`src/rtl/cloud_scheduler.sv`:
```
// ---------------------------------------------------------------------------
// cloud_scheduler
//
// Moves a small set of background clouds horizontally across the screen.
// Once every FRAME_DIV enabled frames, each cloud's left edge is advanced
// by the selected speed, wrapping modulo XWRAP. The clouds are updated one
// at a time into working registers. All new positions are then published
// together, so the renderer never sees a half-updated set.
//
// Optional feature (macro CLOUD_GUST_EN):
//   When this macro is defined, an 8-bit LFSR produces occasional "gusts".
//   During a gust, every cloud moves one pixel further than the speed input
//   asks for on that update.
//
// Parameters:
//   N_CLOUDS  - number of clouds (1..8)
//   XWRAP     - horizontal modulus (screen width + cloud width)
//   FRAME_DIV - enabled frames per position update (1..15)
//   Y_BASE    - top edge of cloud 0
//   Y_STEP    - vertical spacing between consecutive clouds
//
// Ports:
//   clk        - system clock, rising edge
//   rst        - synchronous active-high reset
//   vblnk      - vertical blanking; its rising edge marks a new frame
//   enable     - 1 lets the clouds drift, 0 freezes them
//   speed      - pixels added per update
//   cloud_x    - committed left-edge positions, origin at screen x = -512
//   cloud_y    - constant top-edge positions
//   upd_strobe - one-cycle pulse that coincides with a new cloud_x set
//   busy       - high while an update sequence is in progress
// ---------------------------------------------------------------------------
module cloud_scheduler #(
    parameter int N_CLOUDS  = 4,
    parameter int XWRAP     = 1536,
    parameter int FRAME_DIV = 2,
    parameter int Y_BASE    = 64,
    parameter int Y_STEP    = 40
) (
    input  logic                       clk,
    input  logic                       rst,
    input  logic                       vblnk,
    input  logic                       enable,
    input  logic [2:0]                 speed,
    output logic [N_CLOUDS-1:0][10:0]  cloud_x,
    output logic [N_CLOUDS-1:0][9:0]   cloud_y,
    output logic                       upd_strobe,
    output logic                       busy
);

    localparam int IDX_W   = (N_CLOUDS > 1) ? $clog2(N_CLOUDS) : 1;
    localparam int SPACING = XWRAP / N_CLOUDS;
    localparam logic [IDX_W-1:0] LAST_IDX = IDX_W'(N_CLOUDS - 1);

    typedef enum logic [1:0] {
        IDLE,
        COUNT,
        UPDATE,
        COMMIT
    } state_t;

    state_t                     state_q, state_d;
    logic                       vblnk_q, vblnk_prev_q;
    logic [3:0]                 div_q, div_d;
    logic [IDX_W-1:0]           idx_q, idx_d;
    logic [N_CLOUDS-1:0][10:0]  work_x_q, work_x_d;
    logic [N_CLOUDS-1:0][10:0]  cloud_x_q, cloud_x_d;
    logic                       upd_strobe_q, upd_strobe_d;

    logic                       frame_tick;
    logic [3:0]                 eff_speed;
    logic [11:0]                sum;
    logic [10:0]                next_x;

`ifdef CLOUD_GUST_EN
    logic [7:0]                 lfsr_q, lfsr_d;
`endif

    // A frame starts when the registered vblnk rises. The input is first
    // passed through one register stage, and the edge is detected on that
    // registered copy.
    assign frame_tick = vblnk_q & ~vblnk_prev_q;

    assign cloud_x    = cloud_x_q;
    assign upd_strobe = upd_strobe_q;
    assign busy       = (state_q != IDLE);

    // The vertical positions are fixed and depend only on the cloud index.
    for (genvar g = 0; g < N_CLOUDS; g++) begin : g_cloud_y
        assign cloud_y[g] = 10'(Y_BASE + g * Y_STEP);
    end

    // Compute the speed for this update. In a gust, each cloud moves one
    // extra pixel. The LFSR has already advanced on the way into COUNT, so
    // every cloud in this update uses the same gust decision.
    always_comb begin
`ifdef CLOUD_GUST_EN
        eff_speed = {1'b0, speed} + {3'b000, &lfsr_q[1:0]};
`else
        eff_speed = {1'b0, speed};
`endif
    end

    // One shared adder serves the cloud currently selected by idx_q. The
    // sum needs 12 bits so that an overflow past XWRAP can be detected
    // before it is wrapped back into range.
    always_comb begin
        sum    = {1'b0, work_x_q[idx_q]} + {8'd0, eff_speed};
        next_x = (sum >= 12'(XWRAP)) ? 11'(sum - 12'(XWRAP)) : sum[10:0];
    end

    // Sequencer. The divider only counts frames that arrive while the block
    // is enabled. The working copy is updated one cloud per cycle, and the
    // published positions change only in COMMIT.
    always_comb begin
        state_d      = state_q;
        div_d        = div_q;
        idx_d        = idx_q;
        work_x_d     = work_x_q;
        cloud_x_d    = cloud_x_q;
        upd_strobe_d = 1'b0;
`ifdef CLOUD_GUST_EN
        lfsr_d       = lfsr_q;
`endif

        unique case (state_q)
            IDLE: begin
                if (frame_tick && enable) begin
                    state_d = COUNT;
`ifdef CLOUD_GUST_EN
                    lfsr_d  = {lfsr_q[6:0], lfsr_q[7] ^ lfsr_q[5] ^ lfsr_q[4] ^ lfsr_q[3]};
`endif
                end
            end
            COUNT: begin
                if (div_q + 4'd1 == 4'(FRAME_DIV)) begin
                    div_d   = 4'd0;
                    idx_d   = '0;
                    state_d = UPDATE;
                end else begin
                    div_d   = div_q + 4'd1;
                    state_d = IDLE;
                end
            end
            UPDATE: begin
                work_x_d[idx_q] = next_x;
                if (idx_q == LAST_IDX) begin
                    state_d = COMMIT;
                end else begin
                    idx_d = idx_q + IDX_W'(1);
                end
            end
            COMMIT: begin
                cloud_x_d    = work_x_q;
                upd_strobe_d = 1'b1;
                state_d      = IDLE;
            end
            default: begin
                state_d = IDLE;
            end
        endcase
    end

    // State and datapath registers. Reset places the clouds at evenly
    // spaced starting positions and discards any update that was in
    // progress.
    always_ff @(posedge clk) begin
        if (rst) begin
            state_q      <= IDLE;
            vblnk_q      <= 1'b0;
            vblnk_prev_q <= 1'b0;
            div_q        <= 4'd0;
            idx_q        <= '0;
            upd_strobe_q <= 1'b0;
            for (int i = 0; i < N_CLOUDS; i++) begin
                work_x_q[i]  <= 11'(i * SPACING);
                cloud_x_q[i] <= 11'(i * SPACING);
            end
`ifdef CLOUD_GUST_EN
            lfsr_q       <= 8'hA5;
`endif
        end else begin
            state_q      <= state_d;
            vblnk_q      <= vblnk;
            vblnk_prev_q <= vblnk_q;
            div_q        <= div_d;
            idx_q        <= idx_d;
            upd_strobe_q <= upd_strobe_d;
            work_x_q     <= work_x_d;
            cloud_x_q    <= cloud_x_d;
`ifdef CLOUD_GUST_EN
            lfsr_q       <= lfsr_d;
`endif
        end
    end

endmodule

```
`config.mk`:
```
export PLATFORM = sky130hd
export DESIGN_NAME = cloud_scheduler
export DESIGN_NICKNAME = d
export VERILOG_FILES = /design/src/rtl/cloud_scheduler.sv
export SDC_FILE = /design/constraint.sdc
export NUM_CORES = 1
export LEC_CHECK = 0
export CORE_UTILIZATION = 47
export DETAILED_ROUTE_END_ITERATION = 12
export PLACE_DENSITY = 0.78
export REMOVE_ABC_BUFFERS = 1
export SLEW_MARGIN = 20
export SYNTH_ARGS = -nofsm -noshare
export SYNTH_HDL_FRONTEND = slang
export SYNTH_SLANG_ARGS = --single-unit
```
`constraint.sdc`:
```
create_clock -name clk -period 6.62 [get_ports clk]
set_input_delay 1.324 -clock clk [delete_from_list [all_inputs] [get_ports clk]]
set_output_delay 1.324 -clock clk [all_outputs]
set_load 0.05 [all_outputs]
```
==> results.txt, run 1 <==
Max H-tree Level -> 3
final-report max-slew violation count -> 0
Required @ worst endpoint -> 5.30 ns
largest net degree at the start of global routing -> 59
Max Freq -> 0.299 GHz
clock insertion delay at the later pin of the skew report -> 0.37 ns
Most common cell on crit path -> sky130_fd_sc_hd__inv_1
synthesized area divided by synthesized cell count -> 9.72 sq um
Die Area -> 0.0101 sq mm
Placement Cell Area -> 0.00497 sq mm
Fin Clk Skew -> 0.00900 ns
gp weighted congestion -> 0.828
post-layout util -> 0.553
final setup fails -> 0
number of antenna violations at the first check in global routing -> 0
average via count per standard cell -> 5.08
post-synthesis async set-or-reset flop share -> 0
proportion of synthesized chip area in sequential cells -> 0.433
max-cap check violation count -> 0
horizontal die dimension -> 101 um
TritonRoute pass-1 iters -> 4
power density relative to cell area -> 206 mW/mm^2
static power due to leakage -> 1.80 nW
RSZ-0062 raised after global routing -> false
violation count after the first detailed-routing iteration -> 153
Worst-Margin Slew -> 0.864 ns
total clock buffers created by CTS -> 9
source of the worst hold timing path -> work_x_q[11]
Die Y -> 101 um
Max-Slew Margin vs Limit -> 0.423
largest fanout of any net on the critical path -> 6
switching fraction of total power -> 0.274
startpoint of the worst setup timing path -> state_q[0]
vias in the first global route -> 2,991
Yosys cell types -> 44
number of nets at the end of the flow -> 529
clock tree buffer depth -> 2
critical path endpoint category -> primary output
share of the cycle needed by the critical path after routing -> 0.504
DP Cell Count -> 625
count of flip-flops with a built-in enable after synthesis -> 0
average wire per cell in the routed design -> 13.7 um
combinational power share -> 0.086
final non-filler cell area -> 0.00516 sq mm
dominant register cell in the synthesized netlist -> sky130_fd_sc_hd__dfxtp_1
antenna-violating nets left -> 0
run status -> finished, final reports clean
cells traversed along the worst timing path -> inv_1 > ha_1 > inv_1 > clkdlybuf4s50_1
maximum cell stage delay along the critical path -> 0.80 ns
clock transition at the register clock pins on the worst setup and hold paths after CTS -> 0.09 ns
post-route minimum period -> 3.34 ns
clock network fraction of design power -> 0.346
post-detail-place hpwl -> 6.08 mm
maximum ir drop on the vdd rail -> 129 uV
number of buffers inserted to repair setup after CTS -> 0
Final Hold Violating Endpoints -> 0
area of the core -> 0.00933 sq mm
area grow syn2layout -> 12.8%
global route overflow -> 0
number of design rule violations left after detail routing -> 0
gate count after technology mapping -> 471
worst setup path class -> flip-flop to primary output
r2r setup slk -> 3.33 ns
crit start category -> flip-flop
non-filler cells in the finished layout -> 641
post-synthesis cell type with the largest combined area -> sky130_fd_sc_hd__dfxtp_1
final sum of negative setup slack -> 0 ns
launch instance of the worst register-to-register path -> idx_q[0]
Via Count -> 3,259
global-route total usage across every layer -> 0.179
leading cell types by count after synthesis -> 99 x sky130_fd_sc_hd__dfxtp_1, 75 x sky130_fd_sc_hd__nor2_1, 40 x sky130_fd_sc_hd__buf_4
worst min path class -> flip-flop to flip-flop
global-route wire length before repair -> 14.2 mm
sinks on the clock net -> 99
IO buf count -> 52
synthesized area -> 0.00458 sq mm
Detailed Route WL -> 8.80 mm
cell with the largest stage delay on the worst path -> sky130_fd_sc_hd__clkdlybuf4s50_1
Post-CTS Hold Buffers -> 0
TritonCTS clock tree -> yes
master cell of the clock root buffer -> sky130_fd_sc_hd__clkbuf_8
number of inserted diodes -> 0
fraction of final layout cells with drive strength greater than 1 -> 0.0645
internal power of the cells -> 0.770 mW
Yosys warning total -> 0
top cells by area, synth -> sky130_fd_sc_hd__dfxtp_1 43%, sky130_fd_sc_hd__mux2i_1 8.5%, sky130_fd_sc_hd__buf_4 6.6%
number of rows in the core area -> 35
most numerous cell in the Yosys netlist -> sky130_fd_sc_hd__dfxtp_1
Resized cells post-CTS -> 0
Flop pwr share -> 0.568
share of Yosys cell area claimed by the top area cell type -> 0.433
net switching power -> 0.291 mW
post-synthesis register bit count -> 99
arrival time of data at the critical path endpoint -> 2.02 ns
starting density of the core -> 0.491
Top Ports -> 93
[routing by layer]
metal / global-route usage / vias to the layer above / wire [um]
met5: 0 / - / 0
met4: 0.0792 / 0 / 163
met3: 0.0347 / 12 / 520
met2: 0.288 / 105 / 4220
met1: 0.235 / 1527 / 3900
li1: - / 1615 / -
[kinds of logic (layout without fill, tap and decap cells)]
family                   count (synthesis)  in the layout  share of synthesized area
AND/OR/NAND/NOR                        146            146                      0.140
flip-flops                              99             99                      0.433
buffers and inverters                   75             78                      0.103
AO/OA/AOI/OAI                           73             73                      0.114
multiplexers                            50             50                      0.144
adder cells (fa/ha/maj)                 15             15                     0.0426
XOR/XNOR                                11             11                     0.0227
other                                    2             40                    0.00164
[per-stage QoR]
step                worst slack (ns)  hold WS, ns  power (mW)
CTS                             3.27        0.480        1.07
global route                    3.08        0.498        1.10
detailed placement              3.06        0.464       0.707
global placement                3.12        0.453       0.705
finish                          3.28        0.477        1.06
floorplan                       3.72        0.438       0.687
[registers in the layout, summed over array words and instances, names as in the netlist, named ones only]
signal        cells
div_q             4
work_x_q         44
idx_q             2
state_q           1
upd_strobe        1
cloud_x          44
vblnk_prev_q      1
vblnk_q           1
[cell usage in the layout, fill, tap and decap left out, types with 2 or more instances in the layout]
cell type	Yosys	routed
sky130_fd_sc_hd__dfxtp_1	99	99
sky130_fd_sc_hd__nor2_1	75	75
sky130_fd_sc_hd__clkdlybuf4s50_1	0	51
sky130_fd_sc_hd__conb_1	2	40
sky130_fd_sc_hd__mux2i_1	39	39
sky130_fd_sc_hd__nand2_1	36	36
sky130_fd_sc_hd__a211oi_1	26	26
sky130_fd_sc_hd__a21oi_1	25	25
sky130_fd_sc_hd__ha_1	14	13
sky130_fd_sc_hd__nor2b_1	12	12
sky130_fd_sc_hd__clkbuf_8	0	11
sky130_fd_sc_hd__inv_1	8	8
sky130_fd_sc_hd__nor3_1	7	7
sky130_fd_sc_hd__mux4_2	6	6
sky130_fd_sc_hd__a211o_1	6	6
sky130_fd_sc_hd__mux4_1	5	5
sky130_fd_sc_hd__xnor2_1	5	5
sky130_fd_sc_hd__and2_1	5	5
sky130_fd_sc_hd__xor2_1	5	5
sky130_fd_sc_hd__nand4_1	3	3
sky130_fd_sc_hd__a21o_1	2	2
sky130_fd_sc_hd__a211oi_2	2	2
sky130_fd_sc_hd__o31a_1	2	2
sky130_fd_sc_hd__o21bai_1	2	2
sky130_fd_sc_hd__nand3b_1	2	2
sky130_fd_sc_hd__o31ai_1	2	2
sky130_fd_sc_hd__clkinv_4	0	2
sky130_fd_sc_hd__clkinvlp_4	0	2
sky130_fd_sc_hd__buf_4	40	2
[worst paths after layout]
path / endpoint / cells after the start
max reg2reg: work_x_q[41] / 8
max: busy / 4
min: work_x_q[11] / 2
min reg2reg: work_x_q[11] / 2
[critical path: cells and delay by family, from the launching register on]
family / cells / cell delay [ns]
adders and majority gates: 1 / 0.24
DFF: 1 / 0.44
buffers and inverters: 3 / 0.97
[power groups by stage]
stage / Clock [mW] / Sequential (mW) / Combinational [mW]
after floorplan: 0 / 0.615 / 0.0714
after global placement: 0 / 0.616 / 0.0895
after detailed placement: 0 / 0.616 / 0.0908
after CTS: 0.375 / 0.602 / 0.0912
after global routing: 0.399 / 0.603 / 0.0978
final: 0.367 / 0.602 / 0.0915
[area by class of cell]
class / instances / area [sq um]
Clock buffer: 11 / 151
Clock inverter: 5 / 37.5
Fill cell: 818 / 4170
Inverter: 8 / 30.0
Multi-Input combinational cell: 335 / 2270
Sequential cell: 99 / 1980
Tap cell: 129 / 161
Timing Repair Buffer: 54 / 531
Note: power is estimated with default switching activity, not from simulation.
==> run 2: changes to the inputs <==
--- a/config.mk
+++ b/config.mk
@@ -5,9 +5,9 @@
 export SDC_FILE = /design/constraint.sdc
 export NUM_CORES = 1
 export LEC_CHECK = 0
-export CORE_UTILIZATION = 47
+export CORE_UTILIZATION = 46
 export DETAILED_ROUTE_END_ITERATION = 12
-export PLACE_DENSITY = 0.78
+export PLACE_DENSITY = 0.8
 export REMOVE_ABC_BUFFERS = 1
 export SLEW_MARGIN = 20
 export SYNTH_ARGS = -nofsm -noshare
==> constraint.sdc (replaced) <==
create_clock -name clk -period 2.9 [get_ports clk]
set_input_delay 0.58 -clock clk [delete_from_list [all_inputs] [get_ports clk]]
set_output_delay 0.58 -clock clk [all_outputs]
set_load 0.05 [all_outputs]
==> results.txt, run 2 (same netlist as run 1, synthesis figures left out) <==
final setup fails -> 0 (unchanged)
Resized cells post-CTS -> 0 (unchanged)
run status -> finished, final reports clean (unchanged)
master cell of the clock root buffer -> sky130_fd_sc_hd__clkbuf_8 (unchanged)
Final Hold Violating Endpoints -> 0 (unchanged)
crit start category -> flip-flop (unchanged)
power density relative to cell area -> 484 mW/mm^2 (was 206 mW/mm^2)
count of buffering cells on the critical path with inverters included -> 0 (was 3)
critical path endpoint category -> flip-flop (was primary output)
maximum cell stage delay along the critical path -> 0.52 ns (was 0.80 ns)
global-route wire length before repair -> 14.7 mm (was 14.2 mm)
fraction of final layout cells with drive strength greater than 1 -> 0.0751 (was 0.0645)
number of buffers inserted to repair setup after CTS -> 0 (unchanged)
IO buf count -> 52 (unchanged)
Max Freq -> 0.359 GHz
antenna-violating nets left -> 0 (unchanged)
violation count after the first detailed-routing iteration -> 164 (was 153)
number of nets at the end of the flow -> 536 (was 529)
TritonCTS clock tree -> yes (unchanged)
largest net degree at the start of global routing -> 38 (was 59)
cells traversed along the worst timing path -> mux4_2 > ha_1 > fa_1 > a21o_1 > nand4_1 > nor2_1 > xnor2_1 > a211oi_1 (was inv_1 > ha_1 > inv_1 > clkdlybuf4s50_1)
largest delay contributor family on the critical path -> adder cells (was buffers and inverters)
area grow syn2layout -> 14.9% (was 12.8%)
vias in the first global route -> 3,151 (was 2,991)
global route overflow -> 0 (unchanged)
clock tree buffer depth -> 2 (unchanged)
Die Area -> 0.0104 sq mm (was 0.0101 sq mm)
total clock buffers created by CTS -> 9 (unchanged)
max-cap check violation count -> 0 (unchanged)
final-report max-slew violation count -> 0 (unchanged)
Detailed Route WL -> 8.95 mm (was 8.80 mm)
arrival time of data at the critical path endpoint -> 3.01 ns (was 2.02 ns)
average via count per standard cell -> 5.03 (was 5.08)
global-route total usage across every layer -> 0.185 (was 0.179)
TritonRoute pass-1 iters -> 4 (unchanged)
number of antenna violations at the first check in global routing -> 0 (unchanged)
RSZ-0062 raised after global routing -> false (unchanged)
Die Y -> 102 um (was 101 um)
post-detail-place hpwl -> 6.41 mm (was 6.08 mm)
Max H-tree Level -> 3 (unchanged)
area of the core -> 0.00973 sq mm (was 0.00933 sq mm)
static power due to leakage -> 1.85 nW (was 1.80 nW)
number of inserted diodes -> 0 (unchanged)
average wire per cell in the routed design -> 13.7 um (about the same)
post-route minimum period -> 2.78 ns
maximum ir drop on the vdd rail -> 237 uV (was 129 uV)
largest fanout of any net on the critical path -> 4 (was 6)
clock transition at the register clock pins on the worst setup and hold paths after CTS -> 0.09 ns (about the same)
Worst-Margin Slew -> 0.792 ns (was 0.864 ns)
post-layout util -> 0.541 (was 0.553)
Fin Clk Skew -> 0.00921 ns (was 0.00900 ns)
share of the cycle needed by the critical path after routing -> 0.960
sinks on the clock net -> 99 (unchanged)
Required @ worst endpoint -> 3.13 ns (was 5.30 ns)
number of rows in the core area -> 36 (was 35)
final worst setup slack -> 0.117 ns (was 3.28 ns)
commonest cells after routing, fill and taps aside -> 99 x sky130_fd_sc_hd__dfxtp_1, 75 x sky130_fd_sc_hd__nor2_1, 51 x sky130_fd_sc_hd__clkdlybuf4s50_1, 40 x sky130_fd_sc_hd__conb_1, 39 x sky130_fd_sc_hd__mux2i_1 (unchanged)
final sum of negative setup slack -> 0 ns (unchanged)
Post-CTS Hold Buffers -> 0 (unchanged)
Via Count -> 3,282 (was 3,259)
clock insertion delay at the later pin of the skew report -> 0.37 ns (about the same)
setup slack at placement -> 0.0401 ns (was 3.06 ns)
starting density of the core -> 0.470 (was 0.491)
gp weighted congestion -> 0.857 (was 0.828)
Top Ports -> 93 (unchanged)
Max-Slew Margin vs Limit -> 0.472 (was 0.423)
cell with the largest stage delay on the worst path -> sky130_fd_sc_hd__mux4_2 (was sky130_fd_sc_hd__clkdlybuf4s50_1)
worst min path class -> flip-flop to flip-flop (unchanged)
most common cell after layout, fill and taps aside -> sky130_fd_sc_hd__dfxtp_1 (unchanged)
horizontal die dimension -> 102 um (was 101 um)
number of design rule violations left after detail routing -> 0 (unchanged)
worst setup path class -> flip-flop to flip-flop (was flip-flop to primary output)
run 2: cell types whose count changed in the layout (fill, tap and decap cells not counted), sizes merged:
cell / previous run / this run
buf: 3 / 10
bufinv: 0 / 2
clkbuf: 11 / 10
clkinvlp: 2 / 1
run 2: path summary, 6_finish.rpt:
check	startpoint	slack, ns	endpoint	depth (start not counted)
max	idx_q[0]	0.12	work_x_q[41]	8
min	work_x_q[36]	0.47	work_x_q[36]	2
max reg2reg	idx_q[0]	0.12	work_x_q[41]	8
min reg2reg	work_x_q[36]	0.47	work_x_q[36]	2
run 2: layout make-up:
class                      instances  area (sq um)
tap                              133           166
clock inverter                     6          90.1
inverter                           8          30.0
multi-input combinational        335          2270
clock buffer                      10           128
timing repair buffer              61           596
fill                             877          4470
sequential                        99          1980
run 2: power by group:
group / switching, mW / total [mW] / internal, mW / leakage, nW
logic: 0.178 / 0.214 / 0.0358 / 0.948
clock network: 0.470 / 0.957 / 0.487 / 0.106
registers: 0.00966 / 1.37 / 1.37 / 0.798
total: 0.657 / 2.55 / 1.89 / 1.85
run 2: per-layer routing:
metal / global-route usage / vias to the layer above / wire [um]
met3: 0.0366 / 15 / 436
met4: 0.0780 / 0 / 150
met2: 0.311 / 94 / 4290
li1: - / 1627 / -
met5: 0 / - / 0
met1: 0.230 / 1546 / 4070
run 2: metrics by stage:
stage | cell area, sq um | power, mW | hold WS (ns) | cells
floorplan | 4280 | 1.57 | 0.438 | 442
global placement | 5040 | 1.61 | 0.454 | 636
detailed placement | 5040 | 1.62 | 0.460 | 636
CTS | 5260 | 2.57 | 0.476 | 652
global route | 5260 | 2.63 | 0.490 | 652
finish | 5260 | 2.55 | 0.474 | 652
run 2: worst reg2reg max path: stages, from the launching register on:
cell and delay (ns):
sky130_fd_sc_hd__dfxtp_1 0.40, sky130_fd_sc_hd__mux4_2 0.52, sky130_fd_sc_hd__ha_1 0.23, sky130_fd_sc_hd__fa_1 0.42
sky130_fd_sc_hd__a21o_1 0.22, sky130_fd_sc_hd__nand4_1 0.23, sky130_fd_sc_hd__nor2_1 0.11, sky130_fd_sc_hd__xnor2_1 0.37
sky130_fd_sc_hd__a211oi_1 0.14
